==> src/rtl/lrclk_edge_strobe_pkg.sv <==
// Shared types for the LRCLK edge strobe block.
//   frame_cnt_t     : width of the frame counter output
//   edge_kind_e     : classification of one synchronized sample pair
//   classify_edge() : maps (current, previous) synchronized level to an edge kind
package lrclk_edge_strobe_pkg;

  localparam int FRAME_W = 16;

  typedef logic [FRAME_W-1:0] frame_cnt_t;

  typedef enum logic [1:0] {
    EDGE_NONE = 2'b00,
    EDGE_RISE = 2'b01,
    EDGE_FALL = 2'b10
  } edge_kind_e;

  function automatic edge_kind_e classify_edge(input logic cur, input logic prev);
    edge_kind_e kind;
    kind = EDGE_NONE;
    if (cur && !prev) begin
      kind = EDGE_RISE;
    end else if (!cur && prev) begin
      kind = EDGE_FALL;
    end
    return kind;
  endfunction

endpackage

==> src/rtl/sync_bit.sv <==
// N-flop single-bit synchronizer with asynchronous active-high reset.
//   clk   : destination clock
//   reset : asynchronous, active-high; clears every stage to 0
//   d     : asynchronous input bit
//   q     : synchronized output (last stage)
module sync_bit #(
  parameter int STAGES = 2
) (
  input  logic clk,
  input  logic reset,
  input  logic d,
  output logic q
);

  logic [STAGES-1:0] chain_q;

  if (STAGES == 1) begin : g_single
    always_ff @(posedge clk or posedge reset) begin
      if (reset) begin
        chain_q <= '0;
      end else begin
        chain_q <= d;
      end
    end
  end else begin : g_chain
    always_ff @(posedge clk or posedge reset) begin
      if (reset) begin
        chain_q <= '0;
      end else begin
        chain_q <= {chain_q[STAGES-2:0], d};
      end
    end
  end

  assign q = chain_q[STAGES-1];

endmodule

==> src/rtl/lrclk_edge_strobe.sv <==
// Edge detector and frame strobe for a slow external audio clock (LRCLK).
// Synchronizes test_clk into the clk domain, emits one-cycle edge pulses,
// groups counted edges into frames and watches for a stopped clock.
//   clk          : system clock
//   reset        : asynchronous, active-high
//   test_clk     : asynchronous external clock being monitored
//   rising_edge  : one-cycle pulse per synchronized 0->1 transition
//   falling_edge : one-cycle pulse per synchronized 1->0 transition
//   any_edge     : rising_edge | falling_edge
//   sample_ready : registered one-cycle strobe per completed frame
//   frame_count  : sample_ready pulses since reset, wraps at 16 bits
//   clock_lost   : high while no edge has been seen for TIMEOUT_CYCLES cycles
module lrclk_edge_strobe
  import lrclk_edge_strobe_pkg::*;
#(
  parameter int SYNC_STAGES     = 2,
  parameter int EDGES_PER_FRAME = 2,
  parameter int TIMEOUT_CYCLES  = 4096
) (
  input  logic       clk,
  input  logic       reset,
  input  logic       test_clk,
  output logic       rising_edge,
  output logic       falling_edge,
  output logic       any_edge,
  output logic       sample_ready,
  output frame_cnt_t frame_count,
  output logic       clock_lost
);

  localparam int EDGE_W = $clog2(EDGES_PER_FRAME + 1);
  localparam int IDLE_W = $clog2(TIMEOUT_CYCLES + 1);

  localparam logic [EDGE_W-1:0] EDGE_LAST = EDGE_W'(EDGES_PER_FRAME - 1);
  localparam logic [IDLE_W-1:0] IDLE_MAX  = IDLE_W'(TIMEOUT_CYCLES);
  localparam logic [IDLE_W-1:0] IDLE_LAST = IDLE_W'(TIMEOUT_CYCLES - 1);

  function automatic logic [IDLE_W-1:0] sat_inc_idle(input logic [IDLE_W-1:0] v);
    logic [IDLE_W-1:0] r;
    r = v;
    if (v != IDLE_MAX) begin
      r = v + IDLE_W'(1);
    end
    return r;
  endfunction

  logic              sync_q;
  logic              prev_q;
  logic              armed_q;
  logic [EDGE_W-1:0] edge_cnt_q;
  logic [IDLE_W-1:0] idle_cnt_q;
  edge_kind_e        edge_kind;

  // Stage: synchronizer
  sync_bit #(
    .STAGES(SYNC_STAGES)
  ) u_sync (
    .clk  (clk),
    .reset(reset),
    .d    (test_clk),
    .q    (sync_q)
  );

  // Stage: edge compare (combinational from sync_q / prev_q flops)
  assign edge_kind    = classify_edge(sync_q, prev_q);
  assign rising_edge  = (edge_kind == EDGE_RISE);
  assign falling_edge = (edge_kind == EDGE_FALL);
  assign any_edge     = rising_edge | falling_edge;

  // The watchdog is saturated exactly when the clock counts as lost.
  assign clock_lost = (idle_cnt_q == IDLE_MAX);

  // Stage: arming, frame counting, watchdog
  always_ff @(posedge clk or posedge reset) begin
    if (reset) begin
      prev_q       <= 1'b0;
      armed_q      <= 1'b0;
      edge_cnt_q   <= '0;
      idle_cnt_q   <= '0;
      sample_ready <= 1'b0;
      frame_count  <= '0;
    end else begin
      prev_q       <= sync_q;
      sample_ready <= 1'b0;
      idle_cnt_q   <= any_edge ? '0 : sat_inc_idle(idle_cnt_q);

      // An edge takes priority over a timeout expiring in the same cycle.
      if (any_edge) begin
        if (!armed_q) begin
          // First edge after reset or after a lost clock only arms.
          armed_q <= 1'b1;
        end else if (edge_cnt_q == EDGE_LAST) begin
          edge_cnt_q   <= '0;
          sample_ready <= 1'b1;
          frame_count  <= frame_count + FRAME_W'(1);
        end else begin
          edge_cnt_q <= edge_cnt_q + EDGE_W'(1);
        end
      end else if (idle_cnt_q == IDLE_LAST) begin
        // Watchdog is about to saturate: drop the partial frame.
        armed_q    <= 1'b0;
        edge_cnt_q <= '0;
      end
    end
  end

endmodule

==> config.mk <==
export PLATFORM = sky130hd
export DESIGN_NAME = lrclk_edge_strobe
export DESIGN_NICKNAME = d
export VERILOG_FILES = /design/src/rtl/lrclk_edge_strobe_pkg.sv /design/src/rtl/sync_bit.sv /design/src/rtl/lrclk_edge_strobe.sv
export SDC_FILE = /design/constraint.sdc
export NUM_CORES = 1
export LEC_CHECK = 0
export BUFFER_PORTS_ARGS = -buffer_cell sky130_fd_sc_hd__buf_2
export CAP_MARGIN = 20
export CORE_MARGIN = 2
export CORE_UTILIZATION = 55
export DETAILED_ROUTE_END_ITERATION = 8
export GPL_ROUTABILITY_DRIVEN = 0
export GPL_TIMING_DRIVEN = 0
export PLACE_DENSITY_LB_ADDON = 0.12
export SETUP_SLACK_MARGIN = 0.02
export SYNTH_ARGS = -nofsm -noshare
export SYNTH_HDL_FRONTEND = slang
export SYNTH_SLANG_ARGS = --single-unit
export TNS_END_PERCENT = 30
==> constraint.sdc <==
create_clock -name clk -period 2.4 [get_ports clk]
set_input_delay 0.36 -clock clk [delete_from_list [all_inputs] [get_ports clk]]
set_output_delay 0.36 -clock clk [all_outputs]
set_load 0.005 [all_outputs]
==> results.txt <==
Netlist cell types - 31
maximum fanout along the worst path - 10
Finish-stage setup viols - 0
ANT nets after route - 0
Die Width - 58.9 um
worst setup margin - 0.186 ns
worst-path cell chain - inv_1 -> ha_1 -> inv_1 -> clkbuf_1 -> buf_2
fillcell total - 234
clock skew - 0.00485 ns
critical path launch point - u_sync.chain_q[1]
DIE HEIGHT - 58.9 um
period utilization - 92.3%
CTS tree - yes
Worst slew margin - 40.0%
initial antenna violation count - 0
Remaining DRCs - 0
via/cell ratio - 5.58
fin. max-slew vios - 0
critical path type - flop to output pin
r2r endpoint - frame_count[10]
DRT Wirelength - 2.98 mm
CTS buffer count - 5
H-tree depth - 2
Post-CTS Hold Buffers - 0
post-synth top area cell - dfrtp_1
DRT iter0 DRCs - 41
CP top delay family - buffers and inverters
total chip power - 1280 uW
sequential area share after synthesis - 54.4%
Hold Crit Class - primary input to flop
power density over the cells - 678 nW/um^2
syn avg cell area - 11.0 sq um
Setup crit end kind - output pin
I/O pin cnt - 24
Final Hold Fails - 0
Crit path depth - 5
Synth area leaders - dfrtp_1 54%, xnor2_1 6.9%, xor2_1 5.8%
Bufs and invs on worst path - 4
ys async rst share - 100%
met3 usage - 5.93%
most numerous cell in the Yosys netlist - dfrtp_1
# clock sinks - 36
CP arrival - 1.85 ns
initial core utilization - 59.0%
CP max-delay cell - dfrtp_1
die area - 3460 sq um
clk buf depth - 2
Critical Path End - any_edge
average wire per standard cell - 13.9 um
Synth top area share - 54.4%
hold path start - test_clk
maxcap violations - 0
share of post-route cells with drive strength above 1 - 20.2%
Post-Syn Nets - 159
setup repair bufs after CTS - 0
HPWL Detailed - 2.11 mm
ys flop type - dfrtp_1
pin count of the biggest net entering global routing - 24
met2 Use GR - 28.7%
clock slew at reported path FFs - 0.11 ns
DRT Pass-1 Iters - 4
nets@finish - 190
commonest cells in the netlist - 36 x dfrtp_1, 15 x nor2_1, 13 x xnor2_1
yosys warns - 0
setup slack, reg-to-reg - 0.33 ns
Most Frequent Cell on Critical Path - inv_1
Worst setup SP type - flop
first-pass GRT wire length - 4.94 mm
Final Util - 67.5%
fmax - 452 MHz
Worst-Margin Slew - 0.898 ns
Max VDD drop - 0.000576 V
Synth Register Bits - 36
PortBufs - 23
post-route minimum period - 2.21 ns
Pleak - 0.000939 uW
via count - 1,195
vias in the first global route - 1,125
Root Driver - clkbuf_4
row count - 19
worst reg-to-reg path cell count - 6
Post-synth EDFFs - 0
Required @ worst endpoint - 2.04 ns
Setup Total Neg Slack - 0 ns
outcome - completed
RSZ-0062 raised after global routing - true
# diodes - 0
worst r2r src - u_sync.chain_q[1]
Area Overhead vs Synth - 14.4%
Largest stage delay, worst path - 0.39 ns
Core Footprint - 2810 sq um
total grt overflow - 0
Clk Latency, worst-skew pair - 0.33 ns
Cells after Synth - 151
met1 Track Usage GR - 26.5%
Post-Syn Area - 1660 sq um
worst hold margin - 0.130 ns
All-Layer GR Usage - 19.3%
pre-CTS WS - 0.223 ns
GRT busiest layer - met2
## flip-flops by register name (all words and copies together) (netlist names)
register	cells
idle_cnt_q	13
armed_q	1
edge_cnt_q	2
frame_count	16
sample_ready	1
prev_q	1
u_sync.chain_q	2
## cells in the final DEF (no fill, tap or decap), types with 2 or more instances in the layout
| master | n |
|---|---|
| ha_1 | 5 |
| nand3_1 | 10 |
| nor2_1 | 15 |
| nand2_1 | 12 |
| clkbuf_4 | 5 |
| dfrtp_1 | 36 |
| xnor2_1 | 13 |
| buf_2 | 23 |
| nor3_1 | 2 |
| clkbuf_1 | 3 |
| nor4b_1 | 2 |
| o21a_1 | 2 |
| xor2_1 | 11 |
| and4_1 | 2 |
| inv_1 | 9 |
| o21ai_0 | 2 |
| nand4_1 | 6 |
| and3_1 | 6 |
## cell families after synthesis
group | after synthesis | synth area share [%]
XOR/XNOR | 24 | 12.7
adder cells (fa/ha/maj) | 5 | 3.78
buffers and inverters | 11 | 2.49
multiplexers | 1 | 0.605
AO/OA/AOI/OAI | 7 | 2.95
flip-flops | 36 | 54.4
AND/OR/NAND/NOR | 67 | 23.1
## worst min path at each step
stage	to	slack (ns)	depth (start not counted)
after floorplan	u_sync.chain_q[1]	0.33	0
after global placement	u_sync.chain_q[1]	0.34	0
after detailed placement	u_sync.chain_q[1]	0.34	0
after CTS	u_sync.chain_q[0]	0.11	1
after global routing	u_sync.chain_q[0]	0.1	1
final	u_sync.chain_q[0]	0.13	1
## power breakdown
part	total, uW	internal, uW	switching [uW]	leakage [uW]
clock	343	143	199	0.0000315
combinational	205	103	102	0.000429
sequential	735	663	71.7	0.000478
## routing by layer
metal | vias to the layer above | share of wire (%)
met1 | 590 | 48
met4 | 0 | 1.3
li1 | 573 | -
met2 | 28 | 46
met3 | 4 | 4.0
met5 | - | 0
## final cells by class
type | count | area, sq um | area share [%]
Clock buffer | 7 | 55.1 | 2.91
Inverter | 9 | 33.8 | 1.78
Clock inverter | 1 | 7.51 | 0.397
Tap cell | 31 | 38.8 | 2.05
Buffer | 2 | 7.51 | 0.397
Sequential cell | 36 | 901 | 47.6
Multi-Input combinational cell | 104 | 719 | 38.0
Timing Repair Buffer | 24 | 130 | 6.87
## timing repair
| item | in CTS | in global routing |
|---|---|---|
| resized for setup | 0 | 1 |
| setup endpoints to repair | 0 | 5 |
| hold endpoints to repair | 0 | 0 |
## through the flow
stage,cell area [sq um],instances
global placement,1810,205
floorplan,1660,151
global route,1890,214
detailed placement,1820,206
finish,1890,214
CTS,1890,214
(Power assumes the default switching activity.)
